--- src/rtl/ptp_bridge_ts_match_if.sv ---
// ptp_bridge_ts_match_if: request, timestamp and retirement bundle
// for the PTP egress timestamp matcher.
interface ptp_bridge_ts_match_if #(
    parameter int FP_W  = 8,
    parameter int TS_W  = 96,
    parameter int DEPTH = 16
);
    localparam int LW = $clog2(DEPTH) + 1;

    logic            reqVld;
    logic [FP_W-1:0] reqFp;
    logic            reqRdy;
    logic            tsVld;
    logic [TS_W-1:0] tsData;
    logic            outVld;
    logic [FP_W-1:0] outFp;
    logic [TS_W-1:0] outTs;
    logic            outTimeout;
    logic            ovfErr;
    logic            orphanErr;
    logic [LW-1:0]   fillLvl;

    modport slave (
        input  reqVld, reqFp, tsVld, tsData,
        output reqRdy, outVld, outFp, outTs, outTimeout,
        output ovfErr, orphanErr, fillLvl
    );

    modport master (
        output reqVld, reqFp, tsVld, tsData,
        input  reqRdy, outVld, outFp, outTs, outTimeout,
        input  ovfErr, orphanErr, fillLvl
    );
endinterface

--- src/rtl/ptp_bridge_ts_match.sv ---
// ptp_bridge_ts_match: pairs egress PTP fingerprints with the MAC's
// returned timestamps in order; stale heads retire with a timeout flag.
module ptp_bridge_ts_match #(
    parameter int FP_W    = 8,
    parameter int TS_W    = 96,
    parameter int DEPTH   = 16,
    parameter int TIMEOUT = 1024
) (
    input logic                  clk,
    input logic                  rst_n,
    ptp_bridge_ts_match_if.slave bus_io
);
    localparam int AW = $clog2(DEPTH);
    localparam int TW = $clog2(TIMEOUT);
    localparam logic [TW-1:0] TMAX = TW'(TIMEOUT - 1);

    logic [FP_W-1:0] mem_q [DEPTH];

    logic [AW:0]     wr_ptr_q, wr_ptr_d;
    logic [AW:0]     rd_ptr_q, rd_ptr_d;
    logic [AW:0]     fill_q, fill_d;
    logic [TW-1:0]   timer_q, timer_d;
    logic            out_vld_q, out_vld_d;
    logic [FP_W-1:0] out_fp_q, out_fp_d;
    logic [TS_W-1:0] out_ts_q, out_ts_d;
    logic            out_to_q, out_to_d;
    logic            orphan_q, orphan_d;

    logic full, empty, push, match, tmo, pop;

    // Occupancy, push/pop decisions and next-state of all registers.
    always_comb begin
        full  = (wr_ptr_q[AW] != rd_ptr_q[AW]) &&
                (wr_ptr_q[AW-1:0] == rd_ptr_q[AW-1:0]);
        empty = (wr_ptr_q == rd_ptr_q);
        push  = bus_io.reqVld && !full;
        match = bus_io.tsVld && !empty;
        tmo   = !empty && (timer_q == TMAX) && !bus_io.tsVld;
        pop   = match || tmo;

        wr_ptr_d = push ? wr_ptr_q + 1'b1 : wr_ptr_q;
        rd_ptr_d = pop  ? rd_ptr_q + 1'b1 : rd_ptr_q;
        fill_d   = wr_ptr_d - rd_ptr_d;

        timer_d = timer_q;
        if (empty || pop) begin
            timer_d = '0;
        end else if (timer_q != TMAX) begin
            timer_d = timer_q + 1'b1;
        end

        out_vld_d = pop;
        out_fp_d  = out_fp_q;
        out_ts_d  = out_ts_q;
        out_to_d  = out_to_q;
        if (pop) begin
            out_fp_d = mem_q[rd_ptr_q[AW-1:0]];
            out_ts_d = match ? bus_io.tsData : '0;
            out_to_d = !match;
        end

        orphan_d = bus_io.tsVld && empty;
    end

    // Fingerprint storage; only entries between the pointers are read.
    always_ff @(posedge clk) begin
        if (push) begin
            mem_q[wr_ptr_q[AW-1:0]] <= bus_io.reqFp;
        end
    end

    // Pointers, head timer and registered retirement outputs.
    always_ff @(posedge clk or negedge rst_n) begin
        if (!rst_n) begin
            wr_ptr_q  <= '0;
            rd_ptr_q  <= '0;
            fill_q    <= '0;
            timer_q   <= '0;
            out_vld_q <= 1'b0;
            out_fp_q  <= '0;
            out_ts_q  <= '0;
            out_to_q  <= 1'b0;
            orphan_q  <= 1'b0;
        end else begin
            wr_ptr_q  <= wr_ptr_d;
            rd_ptr_q  <= rd_ptr_d;
            fill_q    <= fill_d;
            timer_q   <= timer_d;
            out_vld_q <= out_vld_d;
            out_fp_q  <= out_fp_d;
            out_ts_q  <= out_ts_d;
            out_to_q  <= out_to_d;
            orphan_q  <= orphan_d;
        end
    end

    assign bus_io.reqRdy     = !full;
    assign bus_io.ovfErr     = bus_io.reqVld && full;
    assign bus_io.outVld     = out_vld_q;
    assign bus_io.outFp      = out_fp_q;
    assign bus_io.outTs      = out_ts_q;
    assign bus_io.outTimeout = out_to_q;
    assign bus_io.orphanErr  = orphan_q;
    assign bus_io.fillLvl    = fill_q;
endmodule

--- src/flat_wrapper.sv ---
// flat-port wrapper written by rule: the top's interface ports become plain ports
module ptp_bridge_ts_match_flat 
#(
    parameter int FP_W    = 8,
    parameter int TS_W    = 96,
    parameter int DEPTH   = 16,
    parameter int TIMEOUT = 1024
)
  (clk, rst_n, bus_io_reqVld, bus_io_reqFp, bus_io_tsVld, bus_io_tsData, bus_io_reqRdy, bus_io_outVld, bus_io_outFp, bus_io_outTs, bus_io_outTimeout, bus_io_ovfErr, bus_io_orphanErr, bus_io_fillLvl);
  ptp_bridge_ts_match_if #(.FP_W(FP_W), .TS_W(TS_W), .DEPTH(DEPTH)) bus_io_i ();
  input logic clk;
  input logic rst_n;
  input wire logic [$bits(bus_io_i.reqVld)-1:0] bus_io_reqVld;
  input wire logic [$bits(bus_io_i.reqFp)-1:0] bus_io_reqFp;
  input wire logic [$bits(bus_io_i.tsVld)-1:0] bus_io_tsVld;
  input wire logic [$bits(bus_io_i.tsData)-1:0] bus_io_tsData;
  output wire logic [$bits(bus_io_i.reqRdy)-1:0] bus_io_reqRdy;
  output wire logic [$bits(bus_io_i.outVld)-1:0] bus_io_outVld;
  output wire logic [$bits(bus_io_i.outFp)-1:0] bus_io_outFp;
  output wire logic [$bits(bus_io_i.outTs)-1:0] bus_io_outTs;
  output wire logic [$bits(bus_io_i.outTimeout)-1:0] bus_io_outTimeout;
  output wire logic [$bits(bus_io_i.ovfErr)-1:0] bus_io_ovfErr;
  output wire logic [$bits(bus_io_i.orphanErr)-1:0] bus_io_orphanErr;
  output wire logic [$bits(bus_io_i.fillLvl)-1:0] bus_io_fillLvl;
  assign bus_io_i.reqVld = bus_io_reqVld;
  assign bus_io_i.reqFp = bus_io_reqFp;
  assign bus_io_i.tsVld = bus_io_tsVld;
  assign bus_io_i.tsData = bus_io_tsData;
  assign bus_io_reqRdy = bus_io_i.reqRdy;
  assign bus_io_outVld = bus_io_i.outVld;
  assign bus_io_outFp = bus_io_i.outFp;
  assign bus_io_outTs = bus_io_i.outTs;
  assign bus_io_outTimeout = bus_io_i.outTimeout;
  assign bus_io_ovfErr = bus_io_i.ovfErr;
  assign bus_io_orphanErr = bus_io_i.orphanErr;
  assign bus_io_fillLvl = bus_io_i.fillLvl;
  ptp_bridge_ts_match #(.FP_W(FP_W), .TS_W(TS_W), .DEPTH(DEPTH), .TIMEOUT(TIMEOUT)) u_core (.clk(clk), .rst_n(rst_n), .bus_io(bus_io_i));
endmodule
--- config.mk ---
export PLATFORM = sky130hd
export DESIGN_NAME = ptp_bridge_ts_match_flat
export DESIGN_NICKNAME = d
export VERILOG_FILES = /design/src/rtl/ptp_bridge_ts_match_if.sv /design/src/rtl/ptp_bridge_ts_match.sv /design/src/flat_wrapper.sv
export SDC_FILE = /design/constraint.sdc
export NUM_CORES = 1
export LEC_CHECK = 0
export ABC_AREA = 1
export CORE_MARGIN = 2
export CORE_UTILIZATION = 40
export DETAILED_ROUTE_END_ITERATION = 6
export HOLD_SLACK_MARGIN = 0.08
export PLACE_DENSITY = 0.69
export SYNTH_ARGS = -nofsm -noshare
export SYNTH_HDL_FRONTEND = slang
export SYNTH_SLANG_ARGS = --single-unit
--- constraint.sdc ---
create_clock -name clk -period 3.7 [get_ports clk]
set_clock_uncertainty 0.05 [all_clocks]
set_input_delay 0.555 -clock clk [delete_from_list [all_inputs] [get_ports clk]]
set_output_delay 0.555 -clock clk [all_outputs]
set_load 0.02 [all_outputs]
# [Word-level counts from Yosys, hierarchy flattened]
# Memories as Yosys holds them, arrays and structs flattened. A register that Yosys moved wholly into a read port is not among the register bits.
# Cells that the tools add are included.
[word_totals] word_cells=40 output_inout_bits=114 regBits=124 mem_count=1 ram_bits=128 in_bits=108
[classes] eq_ne=5 n_reduce_logical=15 mux=7 add_sub_neg=4
[memory_table] name="u_core.mem_q" depth=16 word_bits=8 read_ports=1 rd_clocked_by_memory_dff=1 wr=1 line="ptp_bridge_ts_match.sv:17" text="logic [FP_W-1:0] mem_q [DEPTH];"
[ops] op="$mux W96" count=1
[ops] op="$mux W10" count=2
[ops] op="$add A10 B1 Y10 const B" count=1
[ops] op="$add A5 B1 Y5 const B" count=2
[ops] op="$eq A10 B10 Y1 const B" count=1
[ops] op="$mux W5" count=2
[ops] op="$ne A10 B10 Y1 const B" count=1
[ops] op="$logic_and A1 B1 Y1" count=7
[ops] op="$eq A5 B5 Y1" count=1
[ops] op="$logic_not A1 Y1" count=5
[ops] op="$sub A5 B5 Y5" count=1
[ops] op="$eq A4 B4 Y1" count=1
[ops] op="$logic_or A1 B1 Y1" count=2
[ops] op="$mux W1" count=2
[ops] op="$reduce_bool A2 Y1" count=1
[ops] op="$ne A1 B1 Y1" count=1

# [Longest topological paths before layout]
# Gate-level depths: netlist (run 1).
[logic_depth] depth_word=7 depth_mapped=17 mapped_depth_nobuf=15

# [Least setup slack after synthesis (run 1)]
# No wires, ideal clock.
[synth_timing] path_type="flip-flop to flip-flop" startpoint="register u_core.rd_ptr_q[1]" endpoint="register u_core.fill_q[4] (netlist: u_core.bus_io.fillLvl[4])" arrival_time_ps=2381 path_stages_with_launch=16 setup_time_ps=117 path_slack_ps=1151 synth_period_minus_slack_ps=2549 required_ps=3533 cell_sequence="dfrtp_1 -> buf_4 -> inv_2 -> nand2_1 -> nand2_1 -> nor2_2 -> nand3_1 -> nand2_2 -> xor2_1 -> inv_1 -> ha_1 -> fa_1 -> inv_1 -> a31oi_1 -> nand3_1 -> nand2_1"
[synth_via] word_cells_on_any_way=14 classes_between="add/sub (2); eq/ne (2); mux (2); reduce/logical (8)"
[synth_rtl] item="from (decl)" line="ptp_bridge_ts_match.sv:20" text="logic [AW:0] rd_ptr_q, rd_ptr_d;"
[synth_rtl] item="from (signal assigned)" line="ptp_bridge_ts_match.sv:86" text="rd_ptr_q <= rd_ptr_d;"
[synth_rtl] item="$eq A4 B4 Y1" line="ptp_bridge_ts_match.sv:34" text="(wr_ptr_q[AW-1:0] == rd_ptr_q[AW-1:0]);"
[synth_rtl] item="$logic_and A1 B1 Y1" line="ptp_bridge_ts_match.sv:33" text="full = (wr_ptr_q[AW] != rd_ptr_q[AW]) &&"
[synth_rtl] item="$logic_not A1 Y1"
[synth_rtl] item="net bus_io_reqRdy" line="flat_wrapper.sv:17" text="output wire logic [$bits(bus_io_i.reqRdy)-1:0] bus_io_reqRdy;"
[synth_rtl] item="$logic_and A1 B1 Y1" line="ptp_bridge_ts_match.sv:36" text="push = bus_io.reqVld && !full;"
[synth_rtl] item="$mux W5" line="ptp_bridge_ts_match.sv:41" text="wr_ptr_d = push ? wr_ptr_q + 1'b1 : wr_ptr_q;"
[synth_rtl] item="net u_core.wr_ptr_d[0]" line="ptp_bridge_ts_match.sv:19" text="logic [AW:0] wr_ptr_q, wr_ptr_d;"
[synth_rtl] item="$sub A5 B5 Y5" line="ptp_bridge_ts_match.sv:43" text="fill_d = wr_ptr_d - rd_ptr_d;"
[synth_rtl] item="net u_core.fill_d[4]" line="ptp_bridge_ts_match.sv:21" text="logic [AW:0] fill_q, fill_d;"
[synth_rtl] item="to (signal assigned)" line="ptp_bridge_ts_match.sv:87" text="fill_q <= fill_d;"
[synth_rtl] item="to (decl)" line="ptp_bridge_ts_match.sv:21"
# The timed path passes the listed nets, and every way through them passes these cells.
# A chain may end at the register's enable or synchronous reset.

# [Worst setup path in the final report (run 1)]
[layout_timing] startpoint="register u_core.rd_ptr_q[1]" endpoint="output bus_io_ovfErr"
[layout_via] elab_chain_len=3
[layout_rtl] item="$eq A4 B4 Y1" line="ptp_bridge_ts_match.sv:34"
[layout_rtl] item="$logic_and A1 B1 Y1" line="ptp_bridge_ts_match.sv:33"
[layout_rtl] item="$logic_and A1 B1 Y1" line="ptp_bridge_ts_match.sv:98" text="assign bus_io.ovfErr = bus_io.reqVld && full;"
[layout_rtl] item="to (decl)" line="flat_wrapper.sv:22" text="output wire logic [$bits(bus_io_i.ovfErr)-1:0] bus_io_ovfErr;"
# Every way passes these cells.

==> results.json, run 1 <==
{
  "die_x_um": 164,
  "dpl.hpwl_um": 17900,
  "grt_pass1_vias": 6758,
  "avgSynthCellArea_um2": 12.8,
  "path_common_cell": "nand2_1",
  "arrival_ns": 2.55,
  "relSlewSlack": 0.238,
  "yosys_warnings": 0,
  "wl_per_cell_um": 19.4,
  "worstMarginPinSlew_ns": 1.14,
  "fill_cells": 2076,
  "ys_async_sr_fraction": 0.508,
  "seq_area_frac_synth": 0.696,
  "fin_setup_tns_ns": 0,
  "hp-class": "in2async",
  "worst-setup-path-type": "reg2out",
  "clockRootBuffer": "clkbuf_16",
  "io_pins": 222,
  "drc_errors": 0,
  "postCtsSetupBuffers": 0,
  "top_layer": "met4",
  "clk_pin_slew_worst_paths_ns": 0.06,
  "p_seq_frac": 0.373,
  "synth-main-ff-cell": "dfrtp_1",
  "synth_commonest_cells": "132 x dfrtp_1, 128 x edfxtp_1, 118 x nand2_1, 96 x a22o_1, 83 x nor2_1",
  "ys_ff_latch": 260,
  "yosysMostFrequentCell": "dfrtp_1",
  "ys_types": 32,
  "period_needed_ns": 3.15,
  "critPathLaunchType": "flip-flop",
  "switching_share": 0.359,
  "synth_top_area_cell": "edfxtp_1",
  "clock_sinks": 260,
  "clockBufferDepth": 3,
  "place_congestion": 0.813,
  "nets": 1135,
  "io_buffers": 221,
  "row_count": 58,
  "rsz0062_at_grt": "false",
  "pre_cts_ws_ns": 0.792,
  "required_ns": 3.09,
  "power.clock.fraction": 0.241,
  "met2_length_um": 13200,
  "synth_top_area_share": 0.374,
  "cp-end-kind": "output port",
  "setup_ws_ns": 0.549,
  "yosys-top-cells-area": "edfxtp_1 37%, dfrtp_1 32%, a22o_1 8.2%",
  "syn-num-nets": 920,
  "status": "finished, final reports clean",
  "slowest_stage": "clkdlybuf4s50_1",
  "finalSetupViolations": 0,
  "hold_buffers": 0,
  "crit_chain": "buf_4, inv_2, nand2_1, nand2_1, nor2_2, nand3_1, nor2_1, clkdlybuf4s50_1",
  "fin_crit_sh": 0.852,
  "htree_levels": 1,
  "cts_tree": "built",
  "cellLeakagePower_nw": 5.55,
  "ctsResizeCount": 0,
  "drive_gt1_frac": 0.0676,
  "max_clock_freq_ghz": 0.317,
  "power_frac_comb": 0.386,
  "start_util": 0.408,
  "slowest_delay_ns": 0.65,
  "drt_iter0_drc": 495,
  "hold_violations": 0,
  "antenna_found_initial": 0,
  "final_core_util": 0.540,
  "clk_latency_ns": 0.52,
  "met3WireLength_um": 1310,
  "power_mw": 10.9,
  "finalMaxSlewViolations": 0,
  "syn-cell-area_um2": 10300,
  "wirelength_um": 26600,
  "ant_nets": 0,
  "cap_violations": 0,
  "viasPerCell": 5.02,
  "die_y_um": 164,
  "cts_buffers": 26,
  "switchingPower_mw": 3.90,
  "grt_max_degree": 106,
  "vias": 6866,
  "grt_use_total": 0.190,
  "final_cell_area_um2": 13600,
  "intPower_mw": 6.96,
  "grt_overflow": 0,
  "grt_pass1_wl_um": 39500,
  "synthCells": 801,
  "cp_max_fo": 20,
  "synth_edf_count": 128,
  "m1WireLength_um": 11400,
  "first_pass_iters": 4,
  "vdd_drop_max_uv": 399,
  "postPlaceCellArea_um2": 12700,
  "dieArea_um2": 27000,
  "power.density_nw_per_um2": 799,
  "core_area_um2": 25200,
  "synthToLayoutAreaGrowth_pct": 32.4
}
==> final cells by class <==
cell class	count	area (um2)	area share
sequential	260	7150	0.526
timing repair buffer	230	2310	0.170
clock inverter	14	114	0.00837
tap	330	413	0.0304
inverter	37	139	0.0102
clock buffer	34	742	0.0546
antenna	2	5.00	0.000368
multi-input combinational	461	2730	0.201
==> logic make-up after synthesis <==
logic type / Yosys count / share of synthesized area
DFF: 260 / 0.696
and+or+nand+nor: 236 / 0.0959
AOI/OAI and AO/OA: 183 / 0.127
buffers and inverters: 80 / 0.0384
muxes: 16 / 0.0156
xor gates and xnor gates: 15 / 0.0135
adders and majority gates: 11 / 0.0141
==> power groups by stage <==
stage	sequential (mW)	combinational, mW	clock [mW]
3_5_place_dp	4.10	4.21	0
3_3_place_gp	4.08	4.18	0
5_1_grt	4.12	4.57	2.78
4_1_cts	4.05	4.24	2.67
6_report	4.05	4.20	2.62
2_1_floorplan	4.55	2.02	0
==> final timing paths <==
path	from	to	slack (ns)	depth (start not counted)
max reg2reg	u_core.rd_ptr_q[1]	u_core.bus_io.fillLvl[4]	0.85	16
min in group clk	u_core.timer_q[0]	u_core.timer_q[0]	0.42	1
max in group asynchronous	rst_n	u_core.bus_io.outFp[5]	2.79	2
max	u_core.rd_ptr_q[1]	bus_io_ovfErr	0.55	8
min reg2reg	u_core.timer_q[0]	u_core.timer_q[0]	0.42	1
min	rst_n	u_core.bus_io.outTs[31]	0.05	1
==> layer usage <==
| layer | up-vias | global-route usage |
|---|---|---|
| met1 | 3396 | 0.256 |
| met3 | 40 | 0.0316 |
| met2 | 159 | 0.317 |
| met4 | 0 | 0.0582 |
| met5 | - | 0 |
| li1 | 3271 | - |
==> cells in the final DEF, fill, tap and decap left out, drive strengths merged, types with 3 or more instances in the layout <==
| cell | netlist | layout |
|---|---|---|
| a21oi | 18 | 18 |
| a22o | 96 | 96 |
| buf | 25 | 10 |
| clkbuf | 18 | 34 |
| clkdlybuf4s50 | 0 | 220 |
| clkinv | 0 | 12 |
| dfrtp | 132 | 132 |
| edfxtp | 128 | 128 |
| ha | 10 | 10 |
| inv | 37 | 37 |
| mux2i | 16 | 16 |
| nand2 | 125 | 125 |
| nand3 | 20 | 20 |
| nor2 | 85 | 85 |
| nor3b | 3 | 3 |
| o21ai | 51 | 51 |
| o22ai | 16 | 16 |
| xor2 | 14 | 14 |
==> critical path: cells and delay by family, from the launching register on <==
kind          cells  cell delay (ns)
flops             1             0.32
simple gates      5             0.63
buf+inv           3             1.08
==> through the flow <==
stage	hold WS (ns)	instances
2_1_floorplan	0.209	801
4_1_cts	0.0937	1366
5_1_grt	0.108	1366
6_report	0.0500	1368
3_3_place_gp	0.393	1318
3_5_place_dp	0.408	1318
==> sequential cells by signal, summed over array words and instances, names as in the netlist, 5 cells and up <==
signal,flops
u_core.mem_q,128
u_core.bus_io.fillLvl,5
u_core.rd_ptr_q,5
u_core.timer_q,10
u_core.wr_ptr_q,5
u_core.bus_io.outFp,8
u_core.bus_io.outTs,96
Note: power is estimated with default switching activity, not from simulation.
==> run 2: changes to the inputs <==
--- a/config.mk
+++ b/config.mk
@@ -6,7 +6,6 @@
 export NUM_CORES = 1
 export LEC_CHECK = 0
 export ABC_AREA = 1
-export CORE_MARGIN = 2
 export CORE_UTILIZATION = 40
 export DETAILED_ROUTE_END_ITERATION = 6
 export HOLD_SLACK_MARGIN = 0.08
==> run 2 against run 1 <==
Compared with the run above: routed wire length down 1.8%; global-route usage up 0.48 points; final area increased by 0.42%; combinational power barely moved; critical endpoint unchanged; largest power group unchanged.
==> results.json, run 2 (synthesis gave the netlist of run 1 again) <==
{
  "required_ns": 3.09,
  "die_x_um": 162,
  "path_buf_inv": 3,
  "power.density_nw_per_um2": 804,
  "rr_startpoint": "u_core.timer_q[0]",
  "wl_per_cell_um": 19.0,
  "critPathLaunchType": "flip-flop",
  "crit_family": "buffers and inverters",
  "ff2ff_setup_slack_ns": 0.84,
  "cts_tree": "built",
  "finalMaxSlewViolations": 0,
  "final_cell_mix": "220 x clkdlybuf4s50_1, 131 x dfrtp_1, 128 x edfxtp_1",
  "grt_overflow": 0,
  "worstReg2RegEnd": "u_core.bus_io.fillLvl[4]",
  "fin_crit_sh": 0.839,
  "antenna_found_initial": 0,
  "cp-end-kind": "output port",
  "final_cell_area_um2": 13700,
  "cts_buffers": 28,
  "start_util": 0.408,
  "setup_ws_ns": 0.595,
  "clock_sinks": 260,
  "postCtsSetupBuffers": 0,
  "crit_chain": "buf_4, inv_1, nand2_1, nand2_1, nor2_4, nand3_1, nor2_1, clkdlybuf4s50_1",
  "cap_violations": 0,
  "grt_pass1_vias": 6910,
  "drive_gt1_frac": 0.0672,
  "ctsResizeCount": 0,
  "hold_depth": 1,
  "synthToLayoutAreaGrowth_pct": 32.9,
  "cellLeakagePower_nw": 5.57,
  "hp-class": "reg2reg",
  "fin_setup_tns_ns": 0,
  "pre_cts_ws_ns": 0.800,
  "dpl.hpwl_um": 17300,
  "period_needed_ns": 3.11,
  "io_buffers": 221,
  "nets": 1138,
  "dieArea_um2": 26300,
  "r2r_cells": 15,
  "core_area_um2": 25200,
  "path_common_cell": "nand2_1",
  "status": "finished, final reports clean",
  "clk_pin_slew_worst_paths_ns": 0.06,
  "htree_levels": 1,
  "row_count": 58,
  "vdd_drop_max_uv": 407,
  "drc_errors": 0,
  "arrival_ns": 2.50,
  "viasPerCell": 5.06,
  "io_pins": 222,
  "slowest_stage": "clkdlybuf4s50_1",
  "worst-setup-path-type": "reg2out",
  "hp-start": "u_core.timer_q[0]",
  "wirelength_um": 26100,
  "max_clock_freq_ghz": 0.322,
  "antenna_cells": 0,
  "largest_reg_flops": 128,
  "relSlewSlack": 0.443,
  "final_core_util": 0.542,
  "min_to": "u_core.timer_q[0]",
  "drt_iter0_drc": 567,
  "cp_max_fo": 12,
  "hold_slack_ns": 0.421,
  "grt_max_degree": 86,
  "place_congestion": 0.784,
  "rsz0062_at_grt": "false",
  "clockBufferDepth": 3,
  "postPlaceCellArea_um2": 12700,
  "finalSetupViolations": 0,
  "hold_violations": 0,
  "clk_latency_ns": 0.53,
  "vias": 6937,
  "fill_cells": 2068,
  "grt_pass1_wl_um": 39500,
  "final_common_cell": "clkdlybuf4s50_1",
  "first_pass_iters": 5,
  "ant_nets": 0,
  "worstMarginPinSlew_ns": 0.832,
  "die_y_um": 162,
  "slowest_delay_ns": 0.64,
  "clockRootBuffer": "clkbuf_16",
  "grt_use_total": 0.195
}
==> run 2: changes by cell type in the layout (fill, tap and decap cells not counted) <==
cell           previous run  this run
diode_2                   2         0
clkbuf_1                  3         9
clkbuf_16                27        29
clkinv_2                  7         4
clkinv_1                  5         3
clkinv_4                  0         1
dlygate4sd3_1             0         1
clkbuf_8                  4         3
clkinvlp_4                0         1
==> run 2: worst max-delay path by stage <==
stage          cells past startpoint  slack [ns]          startpoint                        to
4_1_cts                            8        0.55  u_core.rd_ptr_q[3]             bus_io_ovfErr
6_report                           8        0.59  u_core.rd_ptr_q[3]             bus_io_ovfErr
2_1_floorplan                     15        1.15  u_core.rd_ptr_q[1]  u_core.bus_io.fillLvl[4]
3_3_place_gp                      13        0.84        bus_io_tsVld  u_core.bus_io.fillLvl[4]
5_1_grt                            8        0.42  u_core.rd_ptr_q[3]             bus_io_ovfErr
3_5_place_dp                      13        0.80        bus_io_tsVld  u_core.bus_io.fillLvl[4]
==> run 2: per-layer routing <==
metal,vias up,track usage,part of all wire
li1,3282,-,-
met1,3402,0.261,0.43
met2,221,0.332,0.50
met3,32,0.0258,0.048
met4,0,0.0536,0.020
met5,-,0,0
==> run 2: where the power goes <==
part | switching [mW] | internal, mW
sequential | 0.341 | 3.69
combinational | 2.48 | 1.73
clock | 1.10 | 1.63
total | 3.92 | 7.06
==> run 2: stage by stage <==
step                total power, mW  instances
floorplan                      6.57        801
global placement               8.24       1318
detailed placement             8.31       1318
CTS                            11.1       1371
global route                   11.6       1371
finish                         11.0       1371
==> run 2: repair_timing <==
action | 4_1_cts | 5_1_grt
hold endpoints to repair | 36 | 0
hold buffers | 1 | 0
endpoints found under the setup margin | 0 | 0
==> run 2: layout make-up <==
cell class,count,area [um2],share of cell area
Sequential cell,260,7150,0.524
Multi-Input combinational cell,461,2730,0.200
Timing Repair Buffer,231,2320,0.170
Clock buffer,41,801,0.0587
Tap cell,330,413,0.0302
Inverter,37,139,0.0102
Clock inverter,11,108,0.00788
==> run 2: worst register-to-register path, stage by stage (launching register included) <==
cell,delay [ns]
dfrtp_1,0.37
ha_1,0.20
nand3_1,0.13
nor2_1,0.24
nand3_1,0.12
nand2_1,0.16
nand2_4,0.10
inv_2,0.19
nand3b_2,0.12
xor2_2,0.20
ha_1,0.30
a21o_1,0.18
a31oi_1,0.18
inv_1,0.07
nand3_1,0.08
nand2_1,0.05
==> run 3: changes to the inputs <==
==> constraint.sdc (replaced) <==
create_clock -name clk -period 2.9 [get_ports clk]
set_clock_uncertainty 0.05 [all_clocks]
set_input_delay 0.435 -clock clk [delete_from_list [all_inputs] [get_ports clk]]
set_output_delay 0.435 -clock clk [all_outputs]
set_load 0.02 [all_outputs]
==> run 3 against run 2 <==
Compared with the run above: routed wire length decreased by 0.36%; final area up 2.0%; sequential power is 28% higher; sequential share of layout area down 1.0 points; via count grew 1.2%; highest routed layer unchanged; critical path type unchanged; critical path depth down 1; combinational power increased by 30%; global-route usage up 0.12 points; count of clock-buffer cells in the layout shrank 2; die area is the same; core utilization is 1.1 points higher; total power is 31% higher.
==> results.json, run 3 (synthesis gave the netlist of run 1 again) <==
{
  "vias": 7017,
  "worst-setup-path-type": "reg2out",
  "nets": 1161,
  "period_needed_ns": 2.67,
  "dpl.hpwl_um": 17400,
  "grt_pass1_vias": 6842,
  "fin_crit_sh": 0.921,
  "cts_buffers": 29,
  "antenna_found_initial": 0,
  "clockBufferDepth": 3,
  "wl_per_cell_um": 18.6,
  "power.density_nw_per_um2": 1030,
  "hold_violations": 0,
  "finalMaxSlewViolations": 0,
  "vdd_drop_max_uv": 517,
  "cap_violations": 0,
  "die_x_um": 162,
  "place_congestion": 0.766,
  "final_common_cell": "clkdlybuf4s50_1",
  "grt_overflow": 0,
  "wirelength_um": 26000,
  "clock_sinks": 260,
  "clk_latency_ns": 0.56,
  "crit_chain": "inv_1, nand2_1, nand2_1, nor2_2, nand3_2, nor2_1, dlygate4sd2_1",
  "ff2ff_setup_slack_ns": 0.27,
  "cellLeakagePower_nw": 5.74,
  "grt_use_total": 0.196,
  "core_area_um2": 25200,
  "required_ns": 2.41,
  "finalSetupViolations": 0,
  "arrival_ns": 2.19,
  "cp_max_fo": 5,
  "top_layer": "met4",
  "critPathLaunchType": "flip-flop",
  "row_count": 58,
  "first_pass_iters": 5,
  "synthToLayoutAreaGrowth_pct": 35.5,
  "final_core_util": 0.553,
  "cts_tree": "built",
  "antenna_cells": 0,
  "io_buffers": 221,
  "final_cell_mix": "218 x clkdlybuf4s50_1, 131 x dfrtp_1, 128 x edfxtp_1",
  "hp-class": "in2async",
  "worstMarginPinSlew_ns": 0.821,
  "relSlewSlack": 0.453,
  "dieArea_um2": 26300,
  "m1WireLength_um": 11100,
  "clk_pin_slew_worst_paths_ns": 0.06,
  "ant_nets": 0,
  "viasPerCell": 5.03,
  "grt_pass1_wl_um": 39700,
  "htree_levels": 1,
  "fin_setup_tns_ns": 0,
  "met2_length_um": 12800,
  "drive_gt1_frac": 0.0930,
  "postCtsSetupBuffers": 0,
  "start_util": 0.408,
  "clockRootBuffer": "clkbuf_16",
  "grt_max_degree": 106,
  "cp-end-kind": "output port",
  "slowest_delay_ns": 0.42,
  "status": "finished, final reports clean",
  "max_clock_freq_ghz": 0.374,
  "slowest_stage": "dfrtp_1",
  "fill_cells": 2045,
  "io_pins": 222,
  "met3WireLength_um": 1480,
  "largest_reg_flops": 128,
  "rsz0062_at_grt": "false",
  "drt_iter0_drc": 568,
  "path_common_cell": "nand2_1",
  "drc_errors": 0,
  "die_y_um": 162
}
## run 3: cell count changes in the layout (fill, tap and decap cells not counted), moves of 2 or more
cell / delta
clkdlybuf4s50_1: -2
buf_4: +21
clkbuf_8: +2
bufinv_16: +2
clkbuf_1: -4
## run 3: metal layers
layer  up-vias  global-route usage
li1       3322                   -
met1      3451               0.262
met2       200               0.327
met3        44              0.0329
met4         0              0.0609
met5         -                   0
## run 3: worst max-delay path, delay by kind of cell, from the launching register on
kind / cells / cell delay, ns
buffers and inverters: 2 / 0.50
and+or+nand+nor: 5 / 0.70
DFF: 1 / 0.42
## run 3: final timing paths
kind                                         start                        to  depth (start not counted)
max in group asynchronous                    rst_n   u_core.bus_io.outTs[66]                          3
worst max register to register   u_core.timer_q[1]  u_core.bus_io.fillLvl[4]                         15
worst min register to register   u_core.timer_q[0]         u_core.timer_q[0]                          1
min in group clk                 u_core.timer_q[0]         u_core.timer_q[0]                          1
worst max-delay path            u_core.wr_ptr_q[0]             bus_io_ovfErr                          7
worst min-delay path                         rst_n   u_core.bus_io.outTs[21]                          2
## run 3: timing repair
action	4_1_cts	5_1_grt
gates resized for setup	1	4
hold buffers	1	0
endpoints found under the hold margin	44	0
setup endpoints to repair	1	5
## run 3: report_power, final
part           leakage, nW  internal, mW  switching, mW  total (mW)
combinational         2.48          2.30           3.19        5.49
clock                0.493          2.32           1.44        3.76
sequential            2.77          4.70          0.438        5.14
total                 5.74          9.32           5.07        14.4
## run 3: metrics by stage
stage / worst slack (ns) / cells / instance area (um2) / hold WS (ns) / total power, mW
2_1_floorplan: 0.351 / 801 / 10300 / 0.0894 / 8.38
3_3_place_gp: 0.270 / 1340 / 12900 / 0.355 / 10.6
3_5_place_dp: 0.177 / 1340 / 12900 / 0.355 / 10.7
4_1_cts: 0.0993 / 1394 / 13900 / 0.343 / 14.5
5_1_grt: 0.0193 / 1394 / 13900 / 0.388 / 15.2
6_report: 0.229 / 1394 / 13900 / 0.340 / 14.4
## run 3: area by class of cell
class | count | area, um2 | area share
clock inverter | 14 | 181 | 0.0130
clock buffer | 39 | 813 | 0.0584
tap | 330 | 413 | 0.0297
inverter | 37 | 139 | 0.00998
multi-input combinational | 461 | 2740 | 0.197
timing repair buffer | 253 | 2490 | 0.179
sequential | 260 | 7150 | 0.514
==> patch 1: new RTL, settings of run 3 <==
`FP_W` is set to 8 in 3 places; all go to 12.
--- a/src/rtl/ptp_bridge_ts_match_if.sv
+++ b/src/rtl/ptp_bridge_ts_match_if.sv
@@ -1,7 +1,7 @@
 // ptp_bridge_ts_match_if: request, timestamp and retirement bundle
 // for the PTP egress timestamp matcher.
 interface ptp_bridge_ts_match_if #(
-    parameter int FP_W  = 8,
+    parameter int FP_W  = 12,
     parameter int TS_W  = 96,
     parameter int DEPTH = 16
 );
--- a/src/rtl/ptp_bridge_ts_match.sv
+++ b/src/rtl/ptp_bridge_ts_match.sv
@@ -1,7 +1,7 @@
 // ptp_bridge_ts_match: pairs egress PTP fingerprints with the MAC's
 // returned timestamps in order; stale heads retire with a timeout flag.
 module ptp_bridge_ts_match #(
-    parameter int FP_W    = 8,
+    parameter int FP_W    = 12,
     parameter int TS_W    = 96,
     parameter int DEPTH   = 16,
     parameter int TIMEOUT = 1024
--- a/src/flat_wrapper.sv
+++ b/src/flat_wrapper.sv
@@ -1,7 +1,7 @@
 // flat-port wrapper written by rule: the top's interface ports become plain ports
 module ptp_bridge_ts_match_flat 
 #(
-    parameter int FP_W    = 8,
+    parameter int FP_W    = 12,
     parameter int TS_W    = 96,
     parameter int DEPTH   = 16,
     parameter int TIMEOUT = 1024
Ports: changed (resized bus_io_outFp and bus_io_reqFp); port bits go from 222 to 230. The function was not compared with the original's and may differ.
==> patch 1 against run 3 <==
- register-to-register slack got worse by 0.04 ns
- setup slack got worse by 0.022 ns
- design area increased by 21%
- routed wire length increased by 24%
- area after synthesis increased by 25%
- synthesized cell count increased by 25%
- power increased by 18%
- sequential cell count increased by 68
- critical endpoint is now bus_io_reqRdy
==> patch 1: results (changes against run 3) <==
[sta]
setup_viol_count_final = 0  ; unchanged
slew_headroom_pct = 41.8  ; -3.5 points

[grt]
grt_first_pass_wirelength_mm = 49.6  ; +25%
grt_max_degree = 113  ; +6.6%
track_usage_pct = 19.5  ; -0.16 points
grt_pass1_vias = 8533  ; +25%

[cts]
cts_sinks = 328  ; +26%
clk_pin_slew_ns = 0.06  ; about the same
clk_latency_ns = 0.51  ; -0.05 ns
cts_resized = 0  ; -1
htreeDepth = 2  ; +1
cts.path.max_buffers = 3  ; unchanged
numCtsBuffers = 36  ; +24%

[placement]
hpwl_mm = 20.9  ; +20%
place.gp.congestion = 0.790  ; +3.2%
preCtsSetupSlack_ns = 0.236  ; +0.0587 ns
io_buffers = 229  ; +3.6%
postPlaceCellArea_um2 = 15700  ; +22%
dp_cells = 1609  ; +20%

[setup_path]
ff2ff_path_depth = 14  ; -1
path_delay_family = buffers and inverters
cp_slowest_cell = clkdlybuf4s50_1
max_stage_delay_ns = 0.62  ; +0.20 ns
cp_data_arrival_time_ns = 2.21  ; +0.02 ns

[layout]
finalNetCount = 1369  ; +18%
post-route-util_pct = 53.1  ; -2.2 points
fill_cells = 2601  ; +27%
buffers = 263  ; +4.0%
inverters = 40  ; +8.1%
nMultiInputCombCells = 577  ; +25%
clock_area_share_pct = 6.46  ; -0.69 points
drive_above_1_share_pct = 7.86  ; -1.4 points
seq_area_um2 = 9170  ; +28%
nClkBuffers = 46  ; +18%
nonClkBufAreaFrac_pct = 15.6  ; -2.3 points
multi_input_area_share_pct = 19.5  ; -0.17 points
largest_reg_flops = 192  ; +50%
seq_area_share_pct = 54.6  ; +3.2 points
diodes = 0  ; unchanged

[synth]
yosysUniqueCellTypes = 36  ; +13%
synth_edf_count = 192  ; +50%
synth_nets = 1123  ; +22%
ys_top_cells_by_area = edfxtp_1, dfrtp_1, a22o_1
postSynthCellCount = 1000  ; +25%
ys_seq_area_share_pct = 71.2  ; +1.6 points
postSynth.asyncResetShare_pct = 41.5  ; -9.3 points
synth_common_cells = edfxtp_1, nand2_1, dfrtp_1

[route]
drtIter0Drc = 640  ; +13%
viasPerCell = 5.14  ; +2.1%
via_count = 8600  ; +23%
wl_per_cell_um = 19.2  ; +3.2%

[worst_hold_path]
min_path_type = input pin to async pin

[power]
p_leak_uw = 0.00670  ; +17%
irDropWorstVdd_mv = 0.509  ; -1.6%

[outcome]
outcome = completed

==> patch 1: changes by cell type after synthesis, moves of 4 or more <==
cell,change
a21oi_1,+9
buf_2,+6
buf_4,-9
clkbuf_1,+10
dfrtp_1,+4
edfxtp_1,+64
inv_1,+5
mux2i_1,+8
nand2_1,+45
nand2_2,-4
nor2_1,+19
o21ai_0,+26
o22ai_1,+8
==> patch 1: per-layer routing <==
layer	track usage, %	routed length, um	up-vias
li1	-	-	4067
met1	26.1	13700	4249
met2	32.8	16000	245
met3	3.59	1900	39
met4	4.71	516	0
met5	0	0	-
==> patch 1: kinds of logic (layout without fill, tap and decap cells) <==
logic type | Yosys count | in the layout | share of synthesized area [%]
flops | 328 | 328 | 71.2
simple gates | 298 | 298 | 9.32
compound gates | 230 | 230 | 12.1
buf+inv | 95 | 367 | 3.47
mux | 24 | 24 | 1.87
xor+xnor | 14 | 14 | 0.952
fa+ha+maj | 11 | 11 | 1.13
==> patch 1: power by group <==
| group | leakage, uW | internal (uW) | total, uW | switching (uW) |
|---|---|---|---|---|
| sequential | 0.00340 | 5920 | 6380 | 459 |
| combinational | 0.00276 | 2580 | 6460 | 3880 |
| clock | 0.000540 | 2450 | 4220 | 1760 |
==> patch 1: path summary, 6_finish.rpt <==
check	startpoint	endpoint	slack, ns
max	u_core.wr_ptr_q[0]	bus_io_reqRdy	0.21
min	rst_n	u_core.bus_io.outTs[40]	0.41
max reg2reg	u_core.wr_ptr_q[0]	u_core.bus_io.fillLvl[4]	0.23
min reg2reg	u_core.timer_q[0]	u_core.timer_q[0]	0.42
max in group asynchronous	rst_n	u_core.bus_io.outTs[3]	1.70
min in group clk	u_core.timer_q[0]	u_core.timer_q[0]	0.42
==> patch 2: new RTL, config.mk and constraints of run 3 <==
Without the edit above. Reset style: synchronous (`rst_n`), changed in one clocked block.
--- a/src/rtl/ptp_bridge_ts_match.sv
+++ b/src/rtl/ptp_bridge_ts_match.sv
@@ -70,7 +70,7 @@
     end
 
     // Pointers, head timer and registered retirement outputs.
-    always_ff @(posedge clk or negedge rst_n) begin
+    always_ff @(posedge clk) begin
         if (!rst_n) begin
             wr_ptr_q  <= '0;
             rd_ptr_q  <= '0;
Check against the original RTL: differs if rst_n is asserted again (counterexample within 4 cycles, from zero or initial values and one cycle with rst_n low); with rst_n held inactive, the same outputs for 4 cycles.
==> patch 2 against run 3 <==
- combinational power fell by 42%
- area after synthesis is 1.3% lower
- power shrank 25%
- global-route usage grew 0.52 points
- routed wire length grew 2.6%
- setup slack better by 0.042 ns
- sequential cell count unchanged
- via count up 14%
- count of clock-buffer cells in the layout up 3
- design area fell by 2.5%
- largest cell class unchanged
- largest power group is now registers
- highest routed layer unchanged
==> patch 2: results (changes against run 3) <==
[layout]
finalNetCount = 1377  ; +19%
clock_area_share_pct = 6.18  ; -0.96 points
area_growth_syn_to_layout_pct = 34.0
seq_area_share_pct = 47.8  ; -3.6 points
nClkBuffers = 42  ; +7.7%
multi_input_area_um2 = 3250  ; +19%
buffers = 252  ; -0.40%

[setup_path]
setup.worst_path.end = bus_io_reqRdy
reg2reg_from = u_core.timer_q[0]
crit_path_max_fanout = 9  ; +4
cp_data_arrival_time_ns = 2.14  ; -0.05 ns
r2r-end = u_core.bus_io.fillLvl[4]

[grt]
gr-usage-met1_pct = 26.1  ; -0.14 points
track_usage_pct = 20.1  ; +0.52 points
use_met2_pct = 33.5  ; +0.83 points
grt_first_pass_wirelength_mm = 41.5  ; +4.3%
grt_pass1_vias = 7656  ; +12%
met3_usage_pct = 4.55  ; +1.3 points

[placement]
dp_cells = 1552  ; +16%
place.gp.congestion = 0.855  ; +12%
hpwl_mm = 17.5  ; +0.75%
preCtsSetupSlack_ns = 0.177  ; +0.000348 ns

[power]
p_leak_uw = 0.00493  ; -14%
p_sw_uw = 3560  ; -30%
p_per_area_nw_per_um2 = 800  ; -23%
p_seq_share_pct = 40.6  ; +4.9 points
pwr-share-clk_pct = 30.2  ; +4.0 points

[route]
wl_per_cell_um = 16.6  ; -11%
wl_met1_mm = 11.1  ; about the same
drt_wl_total_mm = 26.6  ; +2.6%
dr_wl_met2_mm = 13.0  ; +1.7%
viasPerCell = 4.97  ; -1.2%

[synth]
synth_nets = 1154  ; +25%
postSynthCellCount = 1036  ; +29%
synth_common_cells = nand2_1, dfxtp_1, edfxtp_1
synthFlopType = dfxtp_1
yosysUniqueCellTypes = 38  ; +19%
ys_seq_area_share_pct = 64.0  ; -5.6 points

[sta]
slew_headroom_pct = 32.2  ; -13 points

[cts]
cts_resized = 0  ; -1

[outcome]
outcome = completed

==> patch 2: cell count changes in the layout (fill, tap and decap cells not counted), sizes merged, moves of 9 or more <==
cell,change
a21oi,+87
dfrtp,-132
nor2,+28
mux2i,-16
a22o,-96
xor2,-9
o21ai,+36
dfxtp,+132
o221ai,+16
nand2,+155
==> patch 2: kinds of logic after synthesis <==
group	count (synthesis)	synth area share, %
AND/OR/NAND/NOR	433	17.4
flip-flops	260	64.0
XOR/XNOR	8	0.692
AO/OA/AOI/OAI	232	12.6
buffers and inverters	93	4.00
adder cells (fa/ha/maj)	10	1.31
==> patch 2: critical path: stages (launching register included) <==
cell	delay, ns
dfxtp_1	0.41
buf_4	0.19
nand2_1	0.06
nand2_1	0.11
nor2_4	0.05
nand3b_2	0.12
clkdlybuf4s50_1	0.67
